==> config.mk <==
export PLATFORM = sky130hd
export DESIGN_NAME = wishbone_bus_if
export DESIGN_NICKNAME = d
export VERILOG_FILES = /design/src/rtl/wishbone_bus_if.sv
export SDC_FILE = /design/constraint.sdc
export NUM_CORES = 1
export LEC_CHECK = 0
export ABC_CLOCK_PERIOD_IN_PS = 3100
export CORE_MARGIN = 4
export CORE_UTILIZATION = 42
export CTS_CLUSTER_DIAMETER = 30
export DETAILED_ROUTE_END_ITERATION = 6
export GPL_TIMING_DRIVEN = 1
export PLACE_DENSITY = 0.85
export SLEW_MARGIN = 10
export SYNTH_ARGS = -nofsm -noshare
export SYNTH_HDL_FRONTEND = slang
export SYNTH_SLANG_ARGS = --single-unit
==> constraint.sdc <==
create_clock -name clk -period 3.1 [get_ports clk]
set_input_delay 0.775 -clock clk [delete_from_list [all_inputs] [get_ports clk]]
set_output_delay 0.775 -clock clk [all_outputs]
set_load 0.1 [all_outputs]
==> src/rtl/wishbone_bus_if.sv <==
// Bridge from a combinational CPU memory port to a Wishbone B3 classic single-master bus.
// Registers each access onto the bus, stalls the core until ACK, and buffers read data over stalls.
module wishbone_bus_if (
  input  logic        clk,
  input  logic        rst,
  input  logic [5:0]  stall_i,
  input  logic        flush_i,
  input  logic        cpu_ce_i,
  input  logic [31:0] cpu_data_i,
  input  logic [31:0] cpu_addr_i,
  input  logic        cpu_we_i,
  input  logic [3:0]  cpu_sel_i,
  output logic [31:0] cpu_data_o,
  output logic        stallreq,
  input  logic [31:0] wishbone_data_i,
  input  logic        wishbone_ack_i,
  output logic [31:0] wishbone_addr_o,
  output logic [31:0] wishbone_data_o,
  output logic        wishbone_we_o,
  output logic [3:0]  wishbone_sel_o,
  output logic        wishbone_stb_o,
  output logic        wishbone_cyc_o
);

  typedef enum logic [1:0] {
    StIdle         = 2'd0,
    StBusy         = 2'd1,
    StWaitForStall = 2'd2
  } state_e;

  state_e      state_q, state_d;
  logic [31:0] addr_q, addr_d;
  logic [31:0] dat_q, dat_d;
  logic        we_q, we_d;
  logic [3:0]  sel_q, sel_d;
  logic        stb_q, stb_d;
  logic        cyc_q, cyc_d;
  logic [31:0] rd_buf_q, rd_buf_d;

  always_ff @(posedge clk) begin
    if (rst) begin
      state_q  <= StIdle;
      addr_q   <= '0;
      dat_q    <= '0;
      we_q     <= 1'b0;
      sel_q    <= '0;
      stb_q    <= 1'b0;
      cyc_q    <= 1'b0;
      rd_buf_q <= '0;
    end else begin
      state_q  <= state_d;
      addr_q   <= addr_d;
      dat_q    <= dat_d;
      we_q     <= we_d;
      sel_q    <= sel_d;
      stb_q    <= stb_d;
      cyc_q    <= cyc_d;
      rd_buf_q <= rd_buf_d;
    end
  end

  always_comb begin
    state_d  = state_q;
    addr_d   = addr_q;
    dat_d    = dat_q;
    we_d     = we_q;
    sel_d    = sel_q;
    stb_d    = stb_q;
    cyc_d    = cyc_q;
    rd_buf_d = rd_buf_q;
    unique case (state_q)
      StIdle: begin
        if (cpu_ce_i && !flush_i) begin
          addr_d  = cpu_addr_i;
          dat_d   = cpu_data_i;
          we_d    = cpu_we_i;
          sel_d   = cpu_sel_i;
          stb_d   = 1'b1;
          cyc_d   = 1'b1;
          state_d = StBusy;
        end else begin
          addr_d = '0;
          dat_d  = '0;
          we_d   = 1'b0;
          sel_d  = '0;
          stb_d  = 1'b0;
          cyc_d  = 1'b0;
        end
      end
      StBusy: begin
        // ACK beats flush: the transfer has already happened on the bus.
        if (wishbone_ack_i) begin
          addr_d = '0;
          dat_d  = '0;
          we_d   = 1'b0;
          sel_d  = '0;
          stb_d  = 1'b0;
          cyc_d  = 1'b0;
          if (!cpu_we_i) rd_buf_d = wishbone_data_i;
          state_d = (stall_i != 6'd0) ? StWaitForStall : StIdle;
        end else if (flush_i) begin
          addr_d   = '0;
          dat_d    = '0;
          we_d     = 1'b0;
          sel_d    = '0;
          stb_d    = 1'b0;
          cyc_d    = 1'b0;
          rd_buf_d = '0;
          state_d  = StIdle;
        end
      end
      StWaitForStall: begin
        if (stall_i == 6'd0) state_d = StIdle;
      end
      default: state_d = StIdle;
    endcase
  end

  always_comb begin
    stallreq   = 1'b0;
    cpu_data_o = '0;
    unique case (state_q)
      StIdle: stallreq = cpu_ce_i && !flush_i;
      StBusy: begin
        if (wishbone_ack_i) begin
          cpu_data_o = cpu_we_i ? 32'd0 : wishbone_data_i;
        end else begin
          stallreq = 1'b1;
        end
      end
      StWaitForStall: cpu_data_o = rd_buf_q;
      default: ;
    endcase
  end

  assign wishbone_addr_o = addr_q;
  assign wishbone_data_o = dat_q;
  assign wishbone_we_o   = we_q;
  assign wishbone_sel_o  = sel_q;
  assign wishbone_stb_o  = stb_q;
  assign wishbone_cyc_o  = cyc_q;

endmodule
### After elaboration in Yosys (flattened, before gate mapping)

Index checks and enable logic that the tools add are counted.

* add/subtract/negate cells: 0
* $mul: 0
* divide/modulo/power cells: 0
* $lt $le $gt $ge: 0
* equal/unequal tests: 6
* shift-type cells: 0
* multiplexer cells: 29
* bitwise gates (word level): 0
* reductions and logical operators: 10

Operators by type and width (number)
* $mux 32: 8
* $pmux 32 s2: 3
* $mux 4: 3
* $mux 2: 5
* $pmux 4 s2: 1
* $logic_not 6->1: 1
* $ne 2x2->1 const B: 3
* $pmux 1 s2: 3
* $pmux 2 s3: 1
* $reduce_and 3->1: 2
* $reduce_bool 6->1: 1
* $mux 1: 5
* $reduce_bool 2->1: 2
* $ne 3x3->1 const B: 1
* $eq 2x1->1 const B: 1
* $eq 2x2->1 const B: 1
* $logic_not 2->1: 1
* $reduce_and 2->1: 1
* $logic_and 1x1->1: 1
* $logic_not 1->1: 1

* bits in registers: 104
* latch bits: 0
* RAM bits: 0
* bits in read-only memories: 0
* bits of input ports: 112
* logic and storage cells: 52
* memories: 0

### Depth between registers and ports, before layout

* depth after elaboration: 4
* mapped depth: 8
* mapped depth without buffers: 6

### Worst setup path after synthesis

OpenSTA, ideal clock, no wires.

* path kind: input -> output
* start point: input port wishbone_ack_i
* end point: output port cpu_data_o[0]
* arrival: 3.459 ns
* required time: 2.325 ns
* slack: -1.134 ns
* stages: 5
* buffers on the path: 1
* path through: nand2_1 nor2_1 buf_2 nand2_1 a21boi_0

* cells in the longest elaborated chain, start to end: 2

Ends and longest elaborated chain
* start: declaration: RTL line 16 `input logic wishbone_ack_i,`
* $mux 32: RTL line 125 `if (wishbone_ack_i) begin`
* $pmux 32 s2: RTL line 122 `unique case (state_q)`
* end: declaration: RTL line 13 `output logic [31:0] cpu_data_o,`

Every way passes these cells.

### Worst setup path in the final report

* start point: register state_q[1]
* end point: output port cpu_data_o[13]

* cells in the longest elaborated chain, start to end: 2

Ends and longest elaborated chain
* start: declaration: RTL line 31 `state_e state_q, state_d;`
* start signal: assignment: RTL line 42 `state_q <= StIdle;`
* start signal: assignment: RTL line 51 `state_q <= state_d;`
* $eq 2x2->1 or $eq 2x1->1 (tied branches): RTL line 122
* $pmux 32 s2 *: RTL line 122

Mark *: on every way between the ends. The rest lies on a longest branch, timed or not.

==> out/results.ini <==
[cts]
cts_setup_buffers = 0
cts_max_level = 3
clk_latency_ps = 360
cts_tree = done
cts_sinks = 104
cts_root_buf = clkbuf_8
cts_buffer_depth = 2
path_clk_slew_ps = 90
numCtsBuffers = 9
cts_hold_buffers = 0

[timing]
timing.final.ws_setup_ps = 187.7
fmax_mhz = 343.4
relSlewSlack_pct = 48.76
final_max_slew_viol_count = 0
rsz0062_at_grt = no
tightestPinTransition_ps = 768.7
final_hold_viol_count = 0
setup_tns_ps = 0
setup_viol = 0
fin_skew_ps = 15.30
finalCriticalPeriod_ps = 2912
period_share_pct = 93.95

[yosys]
synth.distinct_cells = 26
yosysWarnings = 0
ys.flop_type = dfxtp_1
syn_avg_cell_area_um2 = 8.162
synth_edf_count = 0
synth_common_cells = nand2_1 (122), dfxtp_1 (104), a21oi_1 (57)
syn_area_mm2 = 0.004073
async_flop_share_pct = 0
synthCells = 499
synth-seq-cells = 104
ys_seq_area_share_pct = 51.12
synth_most_common_cell = nand2_1
syn_nets = 614
synth.top_cells.by_area = dfxtp_1 (51%), nand2_1 (11%), a22oi_1 (8.5%), a21oi_1 (7.0%), nor2_1 (4.7%)
synth_top_area_share_pct = 51.12
synth_top_cell_by_area = dfxtp_1

[drt]
wl_met3_mm = 1.308
post_drt_wl_per_cell_um = 16.72
vias_per_cell = 5.205
route.layer.met1.wl_mm = 5.346
first_iter_violations = 236
vias = 4315
met2_length_mm = 6.978
drcViolationCount = 0
first_pass_iters = 5
highest_layer = met4
wirelength_mm = 13.86
ant_nets = 0

[global_routing]
grtUsageTotal_pct = 23.30
grt_max_degree = 74
grt.overflow.total = 0
grt_pass1_vias = 4337
grt_pass1_wl_mm = 21.25
antenna_found_initial = 0

[hold_path]
hold_path_class = reg2reg
holdPathStages = 2
hold_path.startpoint = rd_buf_q[10]$_SDFFE_PP0P_
min_to = rd_buf_q[10]$_SDFFE_PP0P_

[power]
peakVddDrop_v = 0.0004283
p_leak_nw = 2.538
power_density_mw_per_mm2 = 637.7

[worst_setup_path]
path_max_fanout = 16
cp_slowest_cell = dfxtp_1
rr_worst_depth = 7
critPathTopFamily = buffers and inverters
crit_type = reg2out
endpoint_kind = output pin
ff2ff_setup_slack_ps = 1090
slowest_delay_ps = 330
worstReg2RegEnd = wishbone_data_o[14]$_SDFFE_PP0P_
rr_startpoint = state_q[1]$_SDFFE_PP0P_
start_kind = register
crit_required_ps = 2320
crit_path_cell_trace = inv_1 > ha_2 > nand2_2 > nor2_4 > bufbuf_16 > nand2_1 > a21boi_2 > buf_12
cp.arrival_ps = 2140
cp_num_buf_inv = 3

[layout]
final_area_mm2 = 0.006878
diodes = 0
fillCellCount = 669
drive_gt1_share_pct = 24.43
ff_latch_area_mm2 = 0.002082
final_nets = 810
area_growth_pct = 68.88
multi_input_area_mm2 = 0.001944

[place]
io_buffer_count = 215
place_area_mm2 = 0.006624
dpl.hpwl_mm = 10.13
routabilityCongestion = 0.7757
pre_cts_ws_ps = 8.167

[die]
rows = 35
start_util_pct = 43.66
fp.dieW_um = 106.5
dieArea_mm2 = 0.01134
io_pins = 216
fp.dieH_um = 106.5
core_area_mm2 = 0.009328

[status]
status = finished clean

[run]
maxCapViolCount = 0

## tightest hold or removal path, cell delays in order (launching register included)
cell     delay, ps
dfxtp_1        320
nand2_1         50
a21oi_1         50
## cells in the final DEF, fill, tap and decap left out, types with 2 or more instances in the layout
master,netlist,routed
nand2_1,122,121
clkdlybuf4s50_1,0,108
dfxtp_1,104,104
buf_4,1,79
a21oi_1,57,57
nor2_1,51,49
a22oi_1,46,46
buf_12,0,37
a21boi_2,0,32
nand3_1,23,23
clkbuf_8,0,10
inv_6,0,4
inv_1,3,3
nand2b_1,3,3
nor2b_1,3,3
nor2_4,0,2
ha_1,3,2
## sequential cells by signal, summed over array words and instances, names as in the netlist
| signal | cells |
|---|---|
| wishbone_sel_o | 4 |
| wishbone_cyc_o | 1 |
| wishbone_we_o | 1 |
| rd_buf_q | 32 |
| wishbone_addr_o | 32 |
| wishbone_data_o | 32 |
| state_q | 2 |
## final cells by class
cell class	count	area share, %
Multi-Input combinational cell	350	28.27
Sequential cell	104	30.27
Clock buffer	10	2.001
Clock inverter	6	1.055
Inverter	3	0.1637
Timing Repair Buffer	227	35.89
Tap cell	129	2.347
## through the flow
| step | total power, mW | utilization (%) | cells | hold slack [ps] |
|---|---|---|---|---|
| finish | 4.386 | 73.74 | 829 | 458.6 |
| global route | 4.580 | 73.74 | 829 | 475.3 |
| CTS | 4.414 | 73.68 | 829 | 461.8 |
| detailed placement | 3.511 | 71.01 | 812 | 446.9 |
| global placement | 3.473 | 71.01 | 812 | 440.0 |
| floorplan | 2.902 | - | 499 | 436.6 |
## worst max-delay path by stage
stage | slack [ps] | end | cells after the start | start
after floorplan | 120 | cpu_data_o[0] | 5 | wishbone_ack_i
after global placement | 100 | cpu_data_o[18] | 7 | wishbone_ack_i
after detailed placement | 8 | cpu_data_o[29] | 7 | wishbone_ack_i
after CTS | 60 | cpu_data_o[17] | 8 | state_q[1]$_SDFFE_PP0P_
after global routing | 70 | cpu_data_o[17] | 8 | state_q[1]$_SDFFE_PP0P_
final | 190 | cpu_data_o[13] | 8 | state_q[1]$_SDFFE_PP0P_
## layer usage
layer,vias up,global-route usage (%)
met4,0,5.753
met5,-,0
met2,173,41.63
met3,20,8.804
li1,2079,-
met1,2043,26.13
## logic make-up (layout without fill, tap and decap cells)
kind of cell    count (synthesis)  after routing  synth area share, %
compound gates                140            140                22.37
fa+ha+maj                       3              3               0.9218
buf+inv                        45            246                4.854
flops                         104            104                51.12
mux                             1              1               0.2458
simple gates                  206            206                20.49
## report_power, final
part | leakage (nW) | internal [mW] | switching, mW
Clock | 0.104 | 0.408 | 0.482
Sequential | 0.843 | 1.45 | 0.0638
Combinational | 1.59 | 0.649 | 1.34
## repair_timing
item,CTS,global route
gates resized for setup,3,2
cloned,1,0
pin swaps,1,0
endpoints found under the setup margin,1,16
hold endpoints to repair,0,0
Note: power is estimated with default switching activity, not from simulation.
